### src/rtl/link_pkg.sv
// Shared types and constants for the bit-level OFDM link loopback.
package link_pkg;

    // Transmitter sequencing: preamble, idle gap, scrambled payload.
    typedef enum logic [1:0] {
        TX_IDLE,
        TX_PRE,
        TX_GAP,
        TX_DATA
    } tx_state_t;

    // Receiver sequencing mirrors the transmitter, offset by the channel delay.
    typedef enum logic [1:0] {
        RX_IDLE,
        RX_CHECK,
        RX_WAIT,
        RX_DATA
    } rx_state_t;

    // Scrambler x^7 + x^4 + 1: feedback taps on state bits 6 and 3.
    localparam int SCR_W      = 7;
    localparam int SCR_TAP_HI = 6;
    localparam int SCR_TAP_LO = 3;

    localparam logic [15:0]      PREAMBLE_DEF = 16'hA5F0;
    localparam logic [SCR_W-1:0] SCR_SEED_DEF = 7'b1011101;

endpackage

### src/rtl/ofdm_scrambler.sv
// Additive 7-bit scrambler; the same block scrambles on TX and descrambles on RX.
module ofdm_scrambler
    import link_pkg::*;
#(
    parameter logic [SCR_W-1:0] SEED = SCR_SEED_DEF
) (
    input  logic clk,
    input  logic rst,
    input  logic load,
    input  logic step,
    output logic s_o
);

    logic [SCR_W-1:0] state_q;
    logic [SCR_W-1:0] state_d;

    assign s_o = state_q[SCR_TAP_HI] ^ state_q[SCR_TAP_LO];

    // Reload the seed at frame start, otherwise advance once per payload bit.
    always_comb begin
        state_d = state_q;
        if (load) begin
            state_d = SEED;
        end else if (step) begin
            state_d = {state_q[SCR_W-2:0], s_o};
        end
    end

    // Scrambler state register; reset returns it to the seed.
    always_ff @(posedge clk) begin
        if (rst) begin
            state_q <= SEED;
        end else begin
            state_q <= state_d;
        end
    end

endmodule

### src/rtl/ofdm_link_loopback.sv
// Transmitter, fixed-delay air channel and receiver of a simplified 802.11a-style bit link.
module ofdm_link_loopback
    import link_pkg::*;
#(
    parameter int                   DATA_START    = 137,
    parameter int                   DATA_BITS     = 4,
    parameter int                   PRE_LEN       = 16,
    parameter logic [PRE_LEN-1:0]   PREAMBLE      = PREAMBLE_DEF,
    parameter logic [SCR_W-1:0]     SCR_SEED      = SCR_SEED_DEF,
    parameter int                   CHANNEL_DELAY = 351
) (
    input  logic Clock,
    input  logic Reset,
    input  logic Start,
    input  logic Input,
    output logic Antenna,
    output logic Output,
    output logic Error
);

    // Both FSMs count edges since their own frame start; the receiver count
    // runs CHANNEL_DELAY+1 edges behind the transmitter count.
    localparam int            CW        = 16;
    localparam logic [CW-1:0] PRE_LAST  = CW'(PRE_LEN);
    localparam logic [CW-1:0] GAP_LAST  = CW'(DATA_START - 1);
    localparam logic [CW-1:0] DATA_LAST = CW'(DATA_START + DATA_BITS - 1);
    localparam logic [CW-1:0] RX_TRIG   = CW'(CHANNEL_DELAY + 1);

    tx_state_t              tx_state_q, tx_state_d;
    logic [CW-1:0]          tx_cnt_q, tx_cnt_d;
    logic [PRE_LEN-1:0]     tx_pre_q, tx_pre_d;
    logic                   antenna_q, antenna_d;
    logic [CHANNEL_DELAY-1:0] chan_q, chan_d;
    logic                   dly_act_q, dly_act_d;
    logic [CW-1:0]          dly_cnt_q, dly_cnt_d;
    rx_state_t              rx_state_q, rx_state_d;
    logic [CW-1:0]          rx_cnt_q, rx_cnt_d;
    logic [PRE_LEN-1:0]     rx_pre_q, rx_pre_d;
    logic                   output_q, output_d;
    logic                   error_q, error_d;

    logic start_acc;
    logic tx_load, tx_step, tx_s;
    logic rx_load, rx_step, rx_s;
    logic rx_trig;
    logic chan_in;
    logic rx_bit;

    assign start_acc = (tx_state_q == TX_IDLE) && Start;
    assign chan_in   = antenna_q;
    assign rx_bit    = chan_q[CHANNEL_DELAY-1];

    ofdm_scrambler #(.SEED(SCR_SEED)) u_tx_scr (
        .clk  (Clock),
        .rst  (Reset),
        .load (tx_load),
        .step (tx_step),
        .s_o  (tx_s)
    );

    ofdm_scrambler #(.SEED(SCR_SEED)) u_rx_scr (
        .clk  (Clock),
        .rst  (Reset),
        .load (rx_load),
        .step (rx_step),
        .s_o  (rx_s)
    );

    // TX sequencing: preamble MSB first, zero gap, then Input XOR scrambler.
    always_comb begin
        tx_state_d = tx_state_q;
        tx_cnt_d   = tx_cnt_q + CW'(1);
        tx_pre_d   = tx_pre_q;
        antenna_d  = 1'b0;
        tx_load    = 1'b0;
        tx_step    = 1'b0;
        case (tx_state_q)
            TX_IDLE: begin
                tx_cnt_d = tx_cnt_q;
                if (Start) begin
                    tx_state_d = TX_PRE;
                    tx_cnt_d   = CW'(1);
                    tx_pre_d   = PREAMBLE;
                    tx_load    = 1'b1;
                end
            end
            TX_PRE: begin
                antenna_d = tx_pre_q[PRE_LEN-1];
                tx_pre_d  = {tx_pre_q[PRE_LEN-2:0], 1'b0};
                if (tx_cnt_q == PRE_LAST) tx_state_d = TX_GAP;
            end
            TX_GAP: begin
                if (tx_cnt_q == GAP_LAST) tx_state_d = TX_DATA;
            end
            TX_DATA: begin
                antenna_d = Input ^ tx_s;
                tx_step   = 1'b1;
                if (tx_cnt_q == DATA_LAST) tx_state_d = TX_IDLE;
            end
            default: tx_state_d = TX_IDLE;
        endcase
    end

    // Start-delay counter: fires the receiver CHANNEL_DELAY+1 edges after an
    // accepted Start. A Start accepted before the previous frame's receive
    // window opened retimes the receiver to the newer frame.
    always_comb begin
        dly_act_d = dly_act_q;
        dly_cnt_d = dly_cnt_q;
        rx_trig   = 1'b0;
        if (dly_act_q) begin
            if (dly_cnt_q == RX_TRIG) begin
                rx_trig   = 1'b1;
                dly_act_d = 1'b0;
            end else begin
                dly_cnt_d = dly_cnt_q + CW'(1);
            end
        end
        if (start_acc) begin
            dly_act_d = 1'b1;
            dly_cnt_d = CW'(1);
        end
    end

    // RX sequencing: preamble check, wait, then descramble the payload.
    always_comb begin
        rx_state_d = rx_state_q;
        rx_cnt_d   = rx_cnt_q + CW'(1);
        rx_pre_d   = rx_pre_q;
        output_d   = 1'b0;
        error_d    = error_q;
        rx_load    = 1'b0;
        rx_step    = 1'b0;
        chan_d     = {chan_q[CHANNEL_DELAY-2:0], chan_in};
        case (rx_state_q)
            RX_IDLE: begin
                rx_cnt_d = rx_cnt_q;
                if (rx_trig) begin
                    rx_state_d = RX_CHECK;
                    rx_cnt_d   = CW'(1);
                    rx_pre_d   = PREAMBLE;
                    rx_load    = 1'b1;
                end
            end
            RX_CHECK: begin
                if (rx_bit != rx_pre_q[PRE_LEN-1]) error_d = 1'b1;
                rx_pre_d = {rx_pre_q[PRE_LEN-2:0], 1'b0};
                if (rx_cnt_q == PRE_LAST) rx_state_d = RX_WAIT;
            end
            RX_WAIT: begin
                if (rx_cnt_q == GAP_LAST) rx_state_d = RX_DATA;
            end
            RX_DATA: begin
                output_d = rx_bit ^ rx_s;
                rx_step  = 1'b1;
                if (rx_cnt_q == DATA_LAST) rx_state_d = RX_IDLE;
            end
            default: rx_state_d = RX_IDLE;
        endcase
        // A newly accepted frame starts with a clean error flag.
        if (start_acc) error_d = 1'b0;
    end

    // State, channel and output registers; reset aborts any frame in flight.
    always_ff @(posedge Clock) begin
        if (Reset) begin
            tx_state_q <= TX_IDLE;
            rx_state_q <= RX_IDLE;
            antenna_q  <= 1'b0;
            output_q   <= 1'b0;
            error_q    <= 1'b0;
            chan_q     <= '0;
            dly_act_q  <= 1'b0;
        end else begin
            tx_state_q <= tx_state_d;
            rx_state_q <= rx_state_d;
            antenna_q  <= antenna_d;
            output_q   <= output_d;
            error_q    <= error_d;
            chan_q     <= chan_d;
            dly_act_q  <= dly_act_d;
        end
        tx_cnt_q  <= tx_cnt_d;
        tx_pre_q  <= tx_pre_d;
        dly_cnt_q <= dly_cnt_d;
        rx_cnt_q  <= rx_cnt_d;
        rx_pre_q  <= rx_pre_d;
    end

    assign Antenna = antenna_q;
    assign Output  = output_q;
    assign Error   = error_q;

endmodule

### config.mk
export PLATFORM = sky130hd
export DESIGN_NAME = ofdm_link_loopback
export DESIGN_NICKNAME = d
export VERILOG_FILES = /design/src/rtl/link_pkg.sv /design/src/rtl/ofdm_scrambler.sv /design/src/rtl/ofdm_link_loopback.sv
export SDC_FILE = /design/constraint.sdc
export NUM_CORES = 1
export LEC_CHECK = 0
export CAP_MARGIN = 5
export CORE_ASPECT_RATIO = 0.9
export CORE_UTILIZATION = 27
export DETAILED_ROUTE_END_ITERATION = 7
export RECOVER_POWER = 25
export REMOVE_ABC_BUFFERS = 1
export SYNTH_ARGS = -nofsm -noshare
export SYNTH_HDL_FRONTEND = slang
export SYNTH_SLANG_ARGS = --single-unit
### constraint.sdc
create_clock -name Clock -period 2.9 [get_ports Clock]
set_clock_uncertainty 0.2 [all_clocks]
set_input_delay 0.87 -clock Clock [delete_from_list [all_inputs] [get_ports Clock]]
set_output_delay 0.87 -clock Clock [all_outputs]
set_load 0.05 [all_outputs]
==> impl_metrics.py, run 1 <==
metrics = {
    "worst_setup_path": {
        "crit_type": "reg2out",
        "cp-start-kind": "register",
        "critPathSlowestCell": "clkdlybuf4s50_1",
        "cp-end-kind": "primary output",
        "crit_arrival_ns": 1.74,
        "rr_startpoint": "tx_state_q[0]$_SDFFE_PP0P_",
        "cp_top_family": "buffers and inverters",
        "cpPeakStageDelay_ns": 0.83,
        "critPathRequiredTime_ns": 1.83,
        "path_max_fanout": 2,
        "reg2reg_depth": 5,
        "path_buf_inv": 1,
        "crit_chain": "clkdlybuf4s50_1",
        "path_depth": 1,
        "critPathLaunch": "Error$_SDFFE_PP0P_",
    },
    "clock_tree": {
        "worstSkewPairLatency_ns": 0.55,
        "cts_setup_buffers": 0,
        "tritoncts": "done",
        "ctsResizeCount": 0,
        "root_buffer": "clkbuf_16",
        "clk_path_buf_depth": 3,
        "cts_buffers": 42,
        "cts-htree-levels": 2,
        "cts.sinks": 445,
        "clk_pin_slew_ns": 0.06,
        "ctsHoldBuffers": 0,
    },
    "final_layout": {
        "layout.nets": 1190,
        "finalNonFillerCells": 1881,
        "fillers": 5044,
        "design_area_um2": 16100,
        "synthToLayoutAreaGrowth_pct": 16.2,
        "diodes": 0,
        "drive_above_1_share": 0.0683,
    },
    "placed_design": {
        "placed_cell_area_um2": 14700,
        "io_buffers": 6,
        "place.gp.congestion": 0.738,
        "pre_cts_slack_ns": 0.417,
        "dpl.hpwl_um": 10300,
        "dp_cells": 1806,
    },
    "global_route": {
        "grt_pass1_vias": 7102,
        "grt_max_degree": 109,
        "grt_first_pass_wirelength_um": 33300,
        "grt_use_total": 0.0754,
        "grt_overflow": 0,
        "grt_antenna_before_repair": 0,
    },
    "status": {
        "violations": "max-capacitance violations, max-slew violations",
        "status": "finished, violations left",
    },
    "worst_hold_path": {
        "holdCritStartpoint": "chan_q[235]$_SDFF_PP0_",
        "hp-class": "reg2reg",
        "hold_path_depth": 1,
    },
    "synth": {
        "ys_async_sr_fraction": 0,
        "synth_area_um2": 13800,
        "ys_seq_elements": 445,
        "ys_seq_area_frac": 0.685,
        "synthDistinctLibCells": 43,
        "netlist_instances": 1161,
        "syn_avg_cell_area_um2": 11.9,
        "synth-edff-count": 56,
        "ys.flop_type": "dfxtp_1",
        "synth-warning-count": 0,
    },
    "detailed_routing": {
        "viasPerCell": 3.76,
        "vias": 7072,
        "final_antenna_net_count": 0,
        "drt_wl_total_um": 18600,
        "drt_iter0_drc": 278,
        "dr.pass1.iters": 4,
        "wire_per_inst_um": 9.90,
        "drc_errors": 0,
    },
    "timing": {
        "hold_violations": 0,
        "worst_pin_slew_ns": 1.68,
        "slew_headroom": -0.121,
        "setup_viol": 0,
        "rsz0062_at_grt": "no",
        "slew_violations": 96,
        "fin_crit_ns": 2.81,
        "tns_ns": 0,
        "fin_ws_ns": 0.0899,
        "clock.fmax_mhz": 356,
        "finalCritPeriodShare": 0.969,
    },
    "floorplanning": {
        "io_pins": 7,
        "row_count": 78,
        "dieArea_um2": 52100,
        "core_area_um2": 50500,
        "die_w_um": 241,
        "die_height_um": 217,
        "initial_core_util": 0.274,
    },
    "power": {
        "power_density_nw_per_um2": 844,
        "ir_worst_vdd_uv": 377,
        "total_power_mw": 13.6,
        "p_leak_nw": 5.92,
    },
    "run": {
        "maxCapViolCount": 1,
    },
}
## Yosys cell counts, types with 2 or more instances
cell / n / area share
clkbuf_1: 48 / 0.013
xor2_1: 18 / 0.011
xnor2_1: 26 / 0.016
and4_1: 3 / 0.0019
and3_1: 8 / 0.0036
ha_1: 16 / 0.014
o21ai_0: 10 / 0.0036
or4b_1: 2 / 0.0014
nand2_1: 31 / 0.0084
nand2b_1: 21 / 0.0095
nor2b_1: 356 / 0.16
o21ai_1: 2 / 0.00072
nor3b_1: 2 / 0.0011
a21oi_1: 6 / 0.0022
and2_1: 10 / 0.0045
nand4_1: 9 / 0.0041
inv_1: 20 / 0.0054
or2_2: 2 / 0.00090
dfxtp_1: 389 / 0.56
mux2i_1: 15 / 0.011
nor4_1: 5 / 0.0023
nand3_1: 16 / 0.0058
edfxtp_1: 56 / 0.12
nor2_1: 56 / 0.015
buf_1: 2 / 0.00054
or4_4: 2 / 0.0016
nor4b_1: 2 / 0.0013
nor3_1: 10 / 0.0036
or3_1: 4 / 0.0018
## registers in the layout (all words and copies together), names as in the netlist
| name | flops |
|---|---|
| Antenna | 1 |
| Output | 1 |
| rx_cnt_q | 16 |
| tx_pre_q | 12 |
| Error | 1 |
| u_rx_scr.state_q | 7 |
| tx_state_q | 2 |
| chan_q | 351 |
| u_tx_scr.state_q | 7 |
| dly_act_q | 1 |
| tx_cnt_q | 16 |
| rx_state_q | 2 |
| rx_pre_q | 12 |
| dly_cnt_q | 16 |
## metal layers
metal / global-route usage / vias up / part of all wire
met4: 0.0306 / 0 / 0.030
met5: 0 / - / 0
met3: 0.0201 / 50 / 0.038
met2: 0.106 / 66 / 0.40
met1: 0.108 / 3264 / 0.53
li1: - / 3692 / -
## worst paths after layout
kind,endpoint,slack (ns)
max,Error,0.09
min,chan_q[236]$_SDFF_PP0_,0.23
max reg2reg,dly_cnt_q[10]$_SDFFE_PP0P_,0.65
min reg2reg,chan_q[236]$_SDFF_PP0_,0.23
## per-stage QoR
stage | utilization | hold WS, ns
2_1_floorplan | - | 0.214
3_3_place_gp | 0.290 | 0.216
3_5_place_dp | 0.290 | 0.220
4_1_cts | 0.319 | 0.231
5_1_grt | 0.318 | 0.251
6_report | 0.318 | 0.232
## final cells by class
cell class	count	area (µm²)	area share
clock buffer	54	1170	0.0726
clock inverter	21	277	0.0172
inverter	20	75.1	0.00467
multi-input combinational	643	4080	0.254
sequential	445	9470	0.590
tap	680	851	0.0530
timing repair buffer	18	150	0.00935
## report_power, final
group,total (mW),switching [mW],internal [mW]
Clock,5.57,2.26,3.31
Combinational,1.09,0.678,0.414
Sequential,6.90,0.259,6.64
## cell families (layout without fill, tap and decap cells)
group,Yosys count,count (layout),synth area share
multiplexers,15,15,0.0109
AND/OR/NAND/NOR,542,542,0.230
XOR/XNOR,44,44,0.0279
flip-flops,445,445,0.685
AO/OA/AOI/OAI,26,26,0.0116
buffers and inverters,73,113,0.0205
adder cells (fa/ha/maj),16,16,0.0145
## layout by cell type (no fill, tap or decap), drive strengths merged, types with 4 or more instances in the layout
cell type      count
mux2i             15
nand3             16
nor4               5
ha                16
buf                8
clkinv            15
clkdlybuf4s50      5
nand2b            21
nor3              10
xor2              18
edfxtp            56
nor2              56
inv               20
or3                4
dfxtp            389
o21ai             12
nand2             31
nand4              9
clkbuf            59
bufinv             5
and2              10
a21oi              7
xnor2             26
nor2b            356
and3               8
Power figures use the tool's default switching activity.
==> run 2: changes to the inputs <==
- TNS_END_PERCENT: not set -> 50
- clock period: 2.9 -> 2.84 ns (I/O delays scaled with it)
==> run 2 against run 1 <==
Against the previous run:
- the flow now finishes without violations
- combinational power rose by 4%
- critical endpoint is now Antenna
- largest power group unchanged
- global-route usage rose by 0.10 points
- register-to-register slack got worse by 0.03 ns
- largest cell class unchanged
- sequential cell count did not move
- hold slack got worse by 0.013 ns
==> impl_metrics.py, run 2 (synthesis gave the netlist of run 1 again) <==
metrics = {
    "status": {
        "status": "finished, final reports clean",
    },
    "timing": {
        "tns_ns": 0,
        "clock.fmax_mhz": 369,
        "finalCritPeriodShare": 0.954,
        "rsz0062_at_grt": "no",
        "fin_crit_ns": 2.71,
        "worst_pin_slew_ns": 0.978,
        "hold_violations": 0,
        "slew_violations": 0,
        "slew_headroom": 0.348,
        "setup_viol": 0,
        "fin_ws_ns": 0.131,
    },
    "worst_setup_path": {
        "path_max_fanout": 2,
        "critPathSlowestCell": "clkdlybuf4s50_1",
        "cp_top_family": "buffers and inverters",
        "crit_arrival_ns": 1.66,
        "path_buf_inv": 1,
        "critPathRequiredTime_ns": 1.79,
        "crit_type": "reg2out",
        "cpPeakStageDelay_ns": 0.80,
        "reg2reg_depth": 7,
        "crit_chain": "clkdlybuf4s50_1",
        "path_depth": 1,
        "cp-end-kind": "primary output",
        "cp-start-kind": "register",
    },
    "clock_tree": {
        "worstSkewPairLatency_ns": 0.54,
        "clk_path_buf_depth": 3,
        "root_buffer": "clkbuf_16",
        "cts-htree-levels": 2,
        "tritoncts": "done",
        "clk_pin_slew_ns": 0.07,
        "cts.sinks": 445,
        "cts_setup_buffers": 0,
        "cts_buffers": 44,
    },
    "final_layout": {
        "largest_reg_flops": 351,
        "layout.nets": 1194,
        "diodes": 0,
        "largest_register": "chan_q",
        "drive_above_1_share": 0.0727,
        "final_cell_mix": "dfxtp_1 (389), nor2b_1 (356), nor2_1 (56), edfxtp_1 (56), clkbuf_16 (47)",
        "fillers": 5049,
        "mostFrequentLayoutCell": "dfxtp_1",
        "synthToLayoutAreaGrowth_pct": 16.6,
    },
    "global_route": {
        "grt_antenna_before_repair": 0,
        "grt_overflow": 0,
        "grt_first_pass_wirelength_um": 33700,
        "grt_max_degree": 109,
        "use_met1": 0.111,
        "grt_use_total": 0.0764,
        "grt_pass1_vias": 7015,
        "busiest_layer": "met1",
        "use_met3": 0.0215,
        "grt_util_met2": 0.106,
    },
    "run": {
        "maxCapViolCount": 0,
    },
    "detailed_routing": {
        "drt_wl_total_um": 18900,
        "drc_errors": 0,
        "viasPerCell": 3.77,
        "wire_per_inst_um": 10.0,
        "vias": 7118,
        "drt_iter0_drc": 351,
        "dr.pass1.iters": 6,
        "final_antenna_net_count": 0,
    },
    "floorplanning": {
        "io_pins": 7,
        "dieArea_um2": 52100,
        "die_w_um": 241,
        "core_area_um2": 50500,
        "initial_core_util": 0.274,
        "die_height_um": 217,
        "row_count": 78,
    },
    "worst_hold_path": {
        "hold_path_depth": 1,
        "hp-class": "reg2reg",
    },
    "placed_design": {
        "dpl.hpwl_um": 10300,
        "place.gp.congestion": 0.732,
        "pre_cts_slack_ns": 0.451,
        "io_buffers": 6,
    },
    "power": {
        "ir_worst_vdd_uv": 418,
        "power_density_nw_per_um2": 869,
        "p_leak_nw": 5.97,
    },
}
-- run 2: changes by cell type in the layout (fill, tap and decap cells not counted), moves of 2 or more --
cell / delta
clkinv_8: -2
clkbuf_16: +5
clkinv_2: -5
bufinv_16: -3
clkbuf_1: +6
clkinv_1: -3
inv_6: +2
buf_4: +3
clkbuf_8: +3
-- run 2: final cells by class --
type / instances / area (µm²) / share of cell area
clock inverters: 12 / 130 / 0.00807
clock buffers: 70 / 1360 / 0.0845
repair buffers: 20 / 165 / 0.0102
multi-input cells: 643 / 4080 / 0.253
well taps: 680 / 851 / 0.0528
flip-flops and latches: 445 / 9470 / 0.587
inverters: 20 / 75.1 / 0.00465
-- run 2: stage by stage --
| stage | cell area [µm²] | instances | hold slack [ns] | util | total power [mW] |
|---|---|---|---|---|---|
| floorplan | 13600 | 1108 | 0.214 | - | 7.90 |
| global placement | 14700 | 1808 | 0.217 | 0.291 | 8.30 |
| detailed placement | 14700 | 1808 | 0.220 | 0.291 | 8.34 |
| CTS | 16200 | 1890 | 0.234 | 0.320 | 14.2 |
| global route | 16100 | 1890 | 0.238 | 0.320 | 14.7 |
| finish | 16100 | 1890 | 0.218 | 0.320 | 14.0 |
-- run 2: what timing repair did --
item | 4_1_cts | 5_1_grt
setup endpoints to repair | 0 | 1
gates resized for setup | 0 | 1
hold buffers | 0 | 0
-- run 2: final timing paths --
| kind | start | endpoint | slack (ns) |
|---|---|---|---|
| setup / recovery | Antenna$_SDFF_PP0_ | Antenna | 0.13 |
| hold / removal | chan_q[247]$_SDFF_PP0_ | chan_q[248]$_SDFF_PP0_ | 0.22 |
| setup reg to reg | tx_cnt_q[0]$_SDFFCE_PN1N_ | tx_state_q[0]$_SDFFE_PP0P_ | 0.62 |
| hold reg to reg | chan_q[247]$_SDFF_PP0_ | chan_q[248]$_SDFF_PP0_ | 0.22 |
-- run 2: worst reg2reg max path, delay by kind of cell, from the launching register on --
family	cells	cell delay (ns)
AND/OR/NAND/NOR	2	0.76
flip-flops	1	0.44
AO/OA/AOI/OAI	2	0.34
multiplexers	1	0.20
adder cells (fa/ha/maj)	1	0.14
buffers and inverters	1	0.08
-- run 2: power by group --
group | switching (mW) | internal [mW]
Sequential | 0.266 | 6.78
Clock | 2.34 | 3.49
Combinational | 0.698 | 0.437
Total | 3.30 | 10.7
-- run 2: layer usage --
layer  up-vias  wire length [µm]
met3        42               756
met4         0               516
met2        73              7500
met1      3306             10100
met5         -                 0
li1       3697                 -
